**src/rtl/sram_arb_pkg.sv**
```systemverilog
// rtl/sram_arb_pkg.sv - shared types and constants for the SRAM request arbiter
package sram_arb_pkg;

    typedef enum logic [1:0] {
        ST_IDLE  = 2'd0,
        ST_ISSUE = 2'd1,
        ST_WAIT  = 2'd2,
        ST_DONE  = 2'd3
    } arb_state_t;

    localparam int NUM_PORTS = 2;
    localparam int DEF_AW    = 20;
    localparam int DEF_DW    = 32;

    localparam logic [2:0] HSIZE_BYTE = 3'd0;
    localparam logic [2:0] HSIZE_HALF = 3'd1;
    localparam logic [2:0] HSIZE_WORD = 3'd2;

endpackage

```
**src/rtl/sram_arb_rr_pick.sv**
```systemverilog
// rtl/sram_arb_rr_pick.sv - combinational two-way round-robin picker
//
// Ports:
//   req[1:0]   request levels of port 1 / port 0
//   ptr        port favoured when both request
//   lock_hold  favoured port is currently retaining priority through a lock
//   gnt        winning port id
//   valid      at least one port requests
module sram_arb_rr_pick (
    input  logic [1:0] req,
    input  logic       ptr,
    input  logic       lock_hold,
    output logic       gnt,
    output logic       valid
);

    always_comb begin
        valid = |req;
        // The favoured port wins under contention; a held lock only matters
        // while its owner is actually requesting, otherwise the idle owner
        // must not block the other port.
        if ((req == 2'b11) || (lock_hold && req[ptr])) begin
            gnt = ptr;
        end else begin
            gnt = req[1];
        end
    end

endmodule

```
**src/rtl/sram_req_arbiter.sv**
```systemverilog
// rtl/sram_req_arbiter.sv - two-port arbiter in front of the SRAM controller handshake
//
// Ports:
//   HCLK, HRESET                      clock, synchronous active-high reset
//   reqN/lockN/writeN/sizeN/addrN/wdataN  requester N transfer fields (held until ackN)
//   ackN, errN, rdataN                 completion pulse, timeout flag, read data of port N
//   ahbsram_req/write/size/addr/wdata  request to the SRAM controller
//   sramahb_ack, sramahb_rdata, BUSY   controller completion, read data, busy
module sram_req_arbiter
    import sram_arb_pkg::*;
#(
    parameter int AW             = DEF_AW,
    parameter int DW             = DEF_DW,
    parameter int MAX_LOCK       = 4,
    parameter int TIMEOUT_CYCLES = 64
) (
    input  logic          HCLK,
    input  logic          HRESET,
    input  logic          req0,
    input  logic          req1,
    input  logic          lock0,
    input  logic          lock1,
    input  logic          write0,
    input  logic          write1,
    input  logic [2:0]    size0,
    input  logic [2:0]    size1,
    input  logic [AW-1:0] addr0,
    input  logic [AW-1:0] addr1,
    input  logic [DW-1:0] wdata0,
    input  logic [DW-1:0] wdata1,
    output logic          ack0,
    output logic          ack1,
    output logic          err0,
    output logic          err1,
    output logic [DW-1:0] rdata0,
    output logic [DW-1:0] rdata1,
    output logic          ahbsram_req,
    output logic          ahbsram_write,
    output logic [2:0]    ahbsram_size,
    output logic [AW-1:0] ahbsram_addr,
    output logic [DW-1:0] ahbsram_wdata,
    input  logic          sramahb_ack,
    input  logic [DW-1:0] sramahb_rdata,
    input  logic          BUSY
);

    localparam int TW = ($clog2(TIMEOUT_CYCLES + 1) > 8) ? $clog2(TIMEOUT_CYCLES + 1) : 8;
    localparam int LW = ($clog2(MAX_LOCK + 1) > 1) ? $clog2(MAX_LOCK + 1) : 1;

    arb_state_t           state, state_d;
    logic                 gnt_q, lock_q, write_q, err_q, ptr;
    logic [2:0]           size_q;
    logic [AW-1:0]        addr_q;
    logic [DW-1:0]        wdata_q, rdata0_q, rdata1_q;
    logic [TW-1:0]        tmo_cnt;
    logic [LW-1:0]        lock_cnt, lock_next;
    logic [NUM_PORTS-1:0] req_vec;
    logic                 pick_gnt, pick_valid, tmo_hit;

    assign req_vec = {req1, req0};

    sram_arb_rr_pick u_pick (
        .req       (req_vec),
        .ptr       (ptr),
        .lock_hold (lock_cnt != '0),
        .gnt       (pick_gnt),
        .valid     (pick_valid)
    );

    // Last WAIT cycle before giving up; a controller ack in the same cycle wins.
    assign tmo_hit = (state == ST_WAIT) && !sramahb_ack &&
                     (tmo_cnt == TW'(TIMEOUT_CYCLES - 1));

    // Locked streak length if this completion keeps priority; a grant that
    // landed on the non-favoured port starts a fresh streak.
    assign lock_next = (gnt_q == ptr) ? lock_cnt + LW'(1) : LW'(1);

    always_comb begin
        state_d = state;
        case (state)
            ST_IDLE:  if (pick_valid && !BUSY) state_d = ST_ISSUE;
            ST_ISSUE: state_d = sramahb_ack ? ST_DONE : ST_WAIT;
            ST_WAIT:  if (sramahb_ack || tmo_hit) state_d = ST_DONE;
            ST_DONE:  state_d = ST_IDLE;
            default:  state_d = ST_IDLE;
        endcase
    end

    always_ff @(posedge HCLK) begin
        if (HRESET) begin
            state    <= ST_IDLE;
            gnt_q    <= 1'b0;
            lock_q   <= 1'b0;
            write_q  <= 1'b0;
            size_q   <= '0;
            addr_q   <= '0;
            wdata_q  <= '0;
            err_q    <= 1'b0;
            tmo_cnt  <= '0;
            ptr      <= 1'b0;
            lock_cnt <= '0;
            rdata0_q <= '0;
            rdata1_q <= '0;
        end else begin
            state <= state_d;
            if (state == ST_IDLE && state_d == ST_ISSUE) begin
                gnt_q   <= pick_gnt;
                lock_q  <= pick_gnt ? lock1  : lock0;
                write_q <= pick_gnt ? write1 : write0;
                size_q  <= pick_gnt ? size1  : size0;
                addr_q  <= pick_gnt ? addr1  : addr0;
                wdata_q <= pick_gnt ? wdata1 : wdata0;
                err_q   <= 1'b0;
                tmo_cnt <= '0;
            end
            if ((state == ST_ISSUE || state == ST_WAIT) && sramahb_ack) begin
                if (gnt_q) rdata1_q <= sramahb_rdata;
                else       rdata0_q <= sramahb_rdata;
            end
            if (state == ST_WAIT && !sramahb_ack) begin
                if (tmo_hit) err_q <= 1'b1;
                if (tmo_cnt != {TW{1'b1}}) tmo_cnt <= tmo_cnt + TW'(1);
            end
            if (state == ST_DONE) begin
                if (lock_q && (int'(lock_next) < MAX_LOCK)) begin
                    ptr      <= gnt_q;
                    lock_cnt <= lock_next;
                end else begin
                    ptr      <= ~gnt_q;
                    lock_cnt <= '0;
                end
            end
        end
    end

    assign ahbsram_req   = (state == ST_ISSUE);
    assign ahbsram_write = write_q;
    assign ahbsram_size  = size_q;
    assign ahbsram_addr  = addr_q;
    assign ahbsram_wdata = wdata_q;

    assign ack0   = (state == ST_DONE) && !gnt_q;
    assign ack1   = (state == ST_DONE) &&  gnt_q;
    assign err0   = ack0 && err_q;
    assign err1   = ack1 && err_q;
    assign rdata0 = rdata0_q;
    assign rdata1 = rdata1_q;

endmodule

```
**config.mk**
```make
export PLATFORM = sky130hd
export DESIGN_NAME = sram_req_arbiter
export DESIGN_NICKNAME = d
export VERILOG_FILES = /design/src/rtl/sram_arb_pkg.sv /design/src/rtl/sram_arb_rr_pick.sv /design/src/rtl/sram_req_arbiter.sv
export SDC_FILE = /design/constraint.sdc
export NUM_CORES = 1
export LEC_CHECK = 0
export BUFFER_PORTS_ARGS = -buffer_cell sky130_fd_sc_hd__buf_4
export CAP_MARGIN = 40
export CORE_MARGIN = 3
export CORE_UTILIZATION = 45
export DETAILED_ROUTE_END_ITERATION = 6
export PLACE_DENSITY = 0.78
export SLEW_MARGIN = 15
export SYNTH_ARGS = -nofsm -noshare
export SYNTH_HDL_FRONTEND = slang
export SYNTH_SLANG_ARGS = --single-unit
```
**constraint.sdc**
```tcl
create_clock -name HCLK -period 2.6 [get_ports HCLK]
set_clock_uncertainty 0.05 [all_clocks]
set_input_delay 0.26 -clock HCLK [delete_from_list [all_inputs] [get_ports HCLK]]
set_output_delay 0.26 -clock HCLK [all_outputs]
set_load 0.05 [all_outputs]
```
==> metrics.sh <==
RUN_STATUS='finished clean'
SETUP.WORST_PATH.CLASS='reg -> reg'
HOLDWS_NS=0.05091
INITIAL_CORE_UTIL_PCT=46.33
DIE_WIDTH_UM=120.2
SEQUENTIAL_CELL_AREA_UM2=2743
SYNTH_CELL_TYPE_COUNT=38
CP-STARTPOINT='state[0]$_SDFF_PP0_'
CLOCKROOTBUFFER='sky130_fd_sc_hd__clkbuf_16'
LAYOUT_COMMON_CELLS='282 x sky130_fd_sc_hd__buf_4, 137 x sky130_fd_sc_hd__dfxtp_1, 134 x sky130_fd_sc_hd__nand2_1'
WORSTSETUPSTARTPOINTTYPE='flip-flop'
FIRST_ITER_VIOLATIONS=273
YS_WARN_COUNT=0
CTS_TREE='yes'
EDFF_COUNT_SYNTH=0
CTS-HTREE-LEVELS=4
WORST_SLEW_MARGIN_REL_PCT=55.64
SYNTH_SEQ_CELLS=137
WORST_IR_DROP_VDD_mV=0.5946
ROWS=41
WORSTMARGINPINSLEW_NS=0.6654
DR.PASS1.ITERS=4
FMAX_GHz=0.4677
FINALSETUPVIOLCOUNT=0
CRITICAL_PATH.SLOWEST_CELL='sky130_fd_sc_hd__dfxtp_1'
WL_PER_CELL_UM=15.48
CRITPATHMAXSTAGEDELAY_NS=0.45
FINAL_CORE_UTIL_PCT=68.30
DESIGN.DIE.AREA_UM2=14450
GP_CONGESTION=0.8403
POSTSYNTHNETCOUNT=807
CLOCK_LATENCY_NS=0.41
MOSTFREQUENTLAYOUTCELL='sky130_fd_sc_hd__buf_4'
LAUNCH_INSTANCE_OF_THE_WORST_REGISTER_TO_REGISTER_PATH='state[0]$_SDFF_PP0_'
ARRIVAL_NS=2.41
FINAL_LAYOUT_SIZE_SUFFIX_GT1_SHARE_PCT=40.77
CLOCK_SINK_COUNT=137
LEAKAGEPOWER_nW=3.858
WORSTPATHCELLLIST='inv_1 -> ha_1 -> nor2b_1 -> and3_4 -> buf_4 -> nor2_1 -> a211oi_2'
GLOBAL_ROUTE_WIRE_LENGTH_BEFORE_REPAIR_UM=26100
FINAL-HOLD-VIOLATION-COUNT=0
NUMBER_OF_CTS_INSERTED_BUFFERS=17
CTS_HOLD_BUF=0
DETAIL_ROUTE.VIAS_PER_CELL=5.040
COMBINATIONAL_POWER_SHARE_PCT=48.9
DRV_SLEW=0
POST_CTS.RESIZED_INSTANCES=0
CP_DATA_REQUIRED_TIME_NS=2.87
ANTENNADIODECOUNT=0
WORSTHOLDPATHTYPE='in -> reg'
P_INT_mW=5.985
MULTI_INPUT_AREA_UM2=2853
CLKSLEWWORSTSETUPHOLDPATHS_NS=0.06
PORT_BUFFERS=276
FILL_CELLS=1043
WORST-PATH-BUF-INV=2
CRIT_PATH_MAX_FANOUT=34
CTS_SETUP_BUFFERS=0
CPLARGESTDELAYFAMILY='simple AND/OR/NAND/NOR gates'
FIRST_GLOBAL_VIAS=5264
PWR_DENSITY_CELL_nW_PER_UM2=1249
SETUP_REPAIR_AFTER_GLOBAL_ROUTING_MISSED_ITS_MARGIN='false'
SYNTHESIS.AREA_PER_INSTANCE_UM2=9.060
END_KIND='flip-flop'
FINAL.PERIOD_UTILIZATION_PCT=82.24
WL_UM=16830
AREA_GROWTH_SYN_TO_LAYOUT_PCT=47.42
CTS_BUFFER_DEPTH=2
POWER_SWITCHING_mW=4.828
MAXIMUM_NUMBER_OF_PINS_ON_ONE_NET_BEFORE_GLOBAL_ROUTE_REPAIR=90
CLOCKPOWERSHARE_PCT=23.0
SYNTH_SEQ_AREA_SHARE_PCT=46.72
YS.FLOP_TYPE='sky130_fd_sc_hd__dfxtp_1'
MAX_CAP_VIOL_COUNT=0
DR_TOTAL_VIAS=5479
POWER.SHARE.SEQUENTIAL_PCT=28.1
FIN_SETUP_TNS_NS=0
YS_ASYNC_SR_FRACTION_PCT=0
MAPPEDNETLISTAREA_UM2=5871
REMAINING_DRC_ERRORS=0
FLOORPLAN.CORE_AREA_UM2=12670
DIE-HEIGHT_UM=120.2
POSTSYNTHCELLCOUNT=648
NETS=1061
SWITCHING_SHARE_PCT=44.65
FLOORPLAN.IO_PINS=277
HPWLAFTERDP_UM=12170
ANTENNA_FOUND_INITIAL=0
GRTUSAGETOTAL_PCT=22.76
HOLD_START='sramahb_rdata[12]'
GRT_OVERFLOW_TOTAL=0
NUMBER_OF_NETS_WITH_ANTENNA_VIOLATIONS_AFTER_ROUTING=0
FINAL.MIN_CLOCK_PERIOD_NS=2.138
-- registers in the layout, summed over array words and instances, names as in the netlist --
| signal | flops |
|---|---|
| ahbsram_wdata | 32 |
| rdata1 | 32 |
| tmo_cnt | 8 |
| lock_q | 1 |
| ptr | 1 |
| lock_cnt | 3 |
| rdata0 | 32 |
| ahbsram_size | 3 |
| gnt_q | 1 |
| err_q | 1 |
| ahbsram_write | 1 |
| ahbsram_addr | 20 |
| state | 2 |
-- tightest hold or removal path: cells and delay by family --
| family | cells | cell delay (ns) |
|---|---|---|
| buf+inv | 1 | 0.11 |
| compound gates | 1 | 0.05 |
| simple gates | 1 | 0.04 |
-- area by class of cell --
| type | instances | area share, % |
|---|---|---|
| Tap cell | 172 | 2.487 |
| Clock inverter | 10 | 1.634 |
| Clock buffer | 22 | 5.595 |
| Inverter | 11 | 0.4771 |
| Timing Repair Buffer | 285 | 25.16 |
| Multi-Input combinational cell | 450 | 32.96 |
| Sequential cell | 137 | 31.69 |
-- kinds of logic after synthesis --
group / count (synthesis) / share of synthesized area, %
DFF: 137 / 46.72
AOI/OAI and AO/OA: 152 / 20.35
buffers and inverters: 61 / 5.008
adders and majority gates: 7 / 1.492
muxes: 58 / 9.889
and+or+nand+nor: 231 / 16.24
xor gates and xnor gates: 2 / 0.2984
-- final timing paths --
| kind | endpoint | slack [ns] | cells past startpoint |
|---|---|---|---|
| hold reg to reg | rdata1[13]$_SDFFE_PP0P_ | 0.40 | 2 |
| setup / recovery | ahbsram_wdata[7]$_SDFFE_PP0P_ | 0.46 | 7 |
| setup reg to reg | ahbsram_wdata[7]$_SDFFE_PP0P_ | 0.46 | 7 |
| hold / removal | rdata1[12]$_SDFFE_PP0P_ | 0.05 | 3 |
-- synth_stat cells, types with 2 or more instances --
cell / n / area share [%]
sky130_fd_sc_hd__and3_1: 4 / 0.43
sky130_fd_sc_hd__o21ba_2: 2 / 0.34
sky130_fd_sc_hd__nor3_1: 2 / 0.17
sky130_fd_sc_hd__clkbuf_1: 34 / 2.2
sky130_fd_sc_hd__buf_4: 3 / 0.38
sky130_fd_sc_hd__a211oi_1: 7 / 0.90
sky130_fd_sc_hd__or2_2: 2 / 0.21
sky130_fd_sc_hd__o21ai_0: 6 / 0.51
sky130_fd_sc_hd__buf_6: 6 / 1.2
sky130_fd_sc_hd__a21oi_1: 74 / 6.3
sky130_fd_sc_hd__mux2i_1: 58 / 9.9
sky130_fd_sc_hd__nand4_1: 2 / 0.21
sky130_fd_sc_hd__nand2_1: 134 / 8.6
sky130_fd_sc_hd__a211oi_2: 50 / 11
sky130_fd_sc_hd__nor2_1: 59 / 3.8
sky130_fd_sc_hd__ha_1: 7 / 1.5
sky130_fd_sc_hd__buf_2: 7 / 0.60
sky130_fd_sc_hd__dfxtp_1: 137 / 47
sky130_fd_sc_hd__inv_1: 11 / 0.70
sky130_fd_sc_hd__nand3_1: 9 / 0.77
sky130_fd_sc_hd__o21bai_1: 2 / 0.26
sky130_fd_sc_hd__nand2b_1: 5 / 0.53
sky130_fd_sc_hd__nor3b_1: 3 / 0.38
sky130_fd_sc_hd__or3_1: 5 / 0.53
sky130_fd_sc_hd__nor2b_1: 4 / 0.43
sky130_fd_sc_hd__a31oi_1: 3 / 0.32
-- through the flow --
step	std cells	power (mW)	setup slack (ns)	area, um^2
finish	1087	10.81	0.4617	8655
CTS	1087	10.91	0.4527	8655
global placement	1055	8.303	0.5758	8029
detailed placement	1055	8.389	0.4896	8029
global route	1087	11.40	0.2587	8655
floorplan	648	6.943	0.5638	5871
-- layer usage --
| metal | global-route usage, % | vias up | wire (um) |
|---|---|---|---|
| li1 | - | 2743 | - |
| met1 | 25.65 | 2517 | 6559 |
| met2 | 38.43 | 198 | 8316 |
| met3 | 9.448 | 21 | 1643 |
| met4 | 8.853 | 0 | 312 |
| met5 | 0 | - | 0 |
-- power groups by stage --
stage	registers [mW]	logic, mW	clock network, mW
after global routing	3.13	5.62	2.64
after floorplan	5.03	1.91	0
final	3.04	5.29	2.49
after detailed placement	3.08	5.31	0
after CTS	3.04	5.33	2.54
after global placement	3.06	5.25	0
No activity file was read; power rests on OpenSTA's default activity.
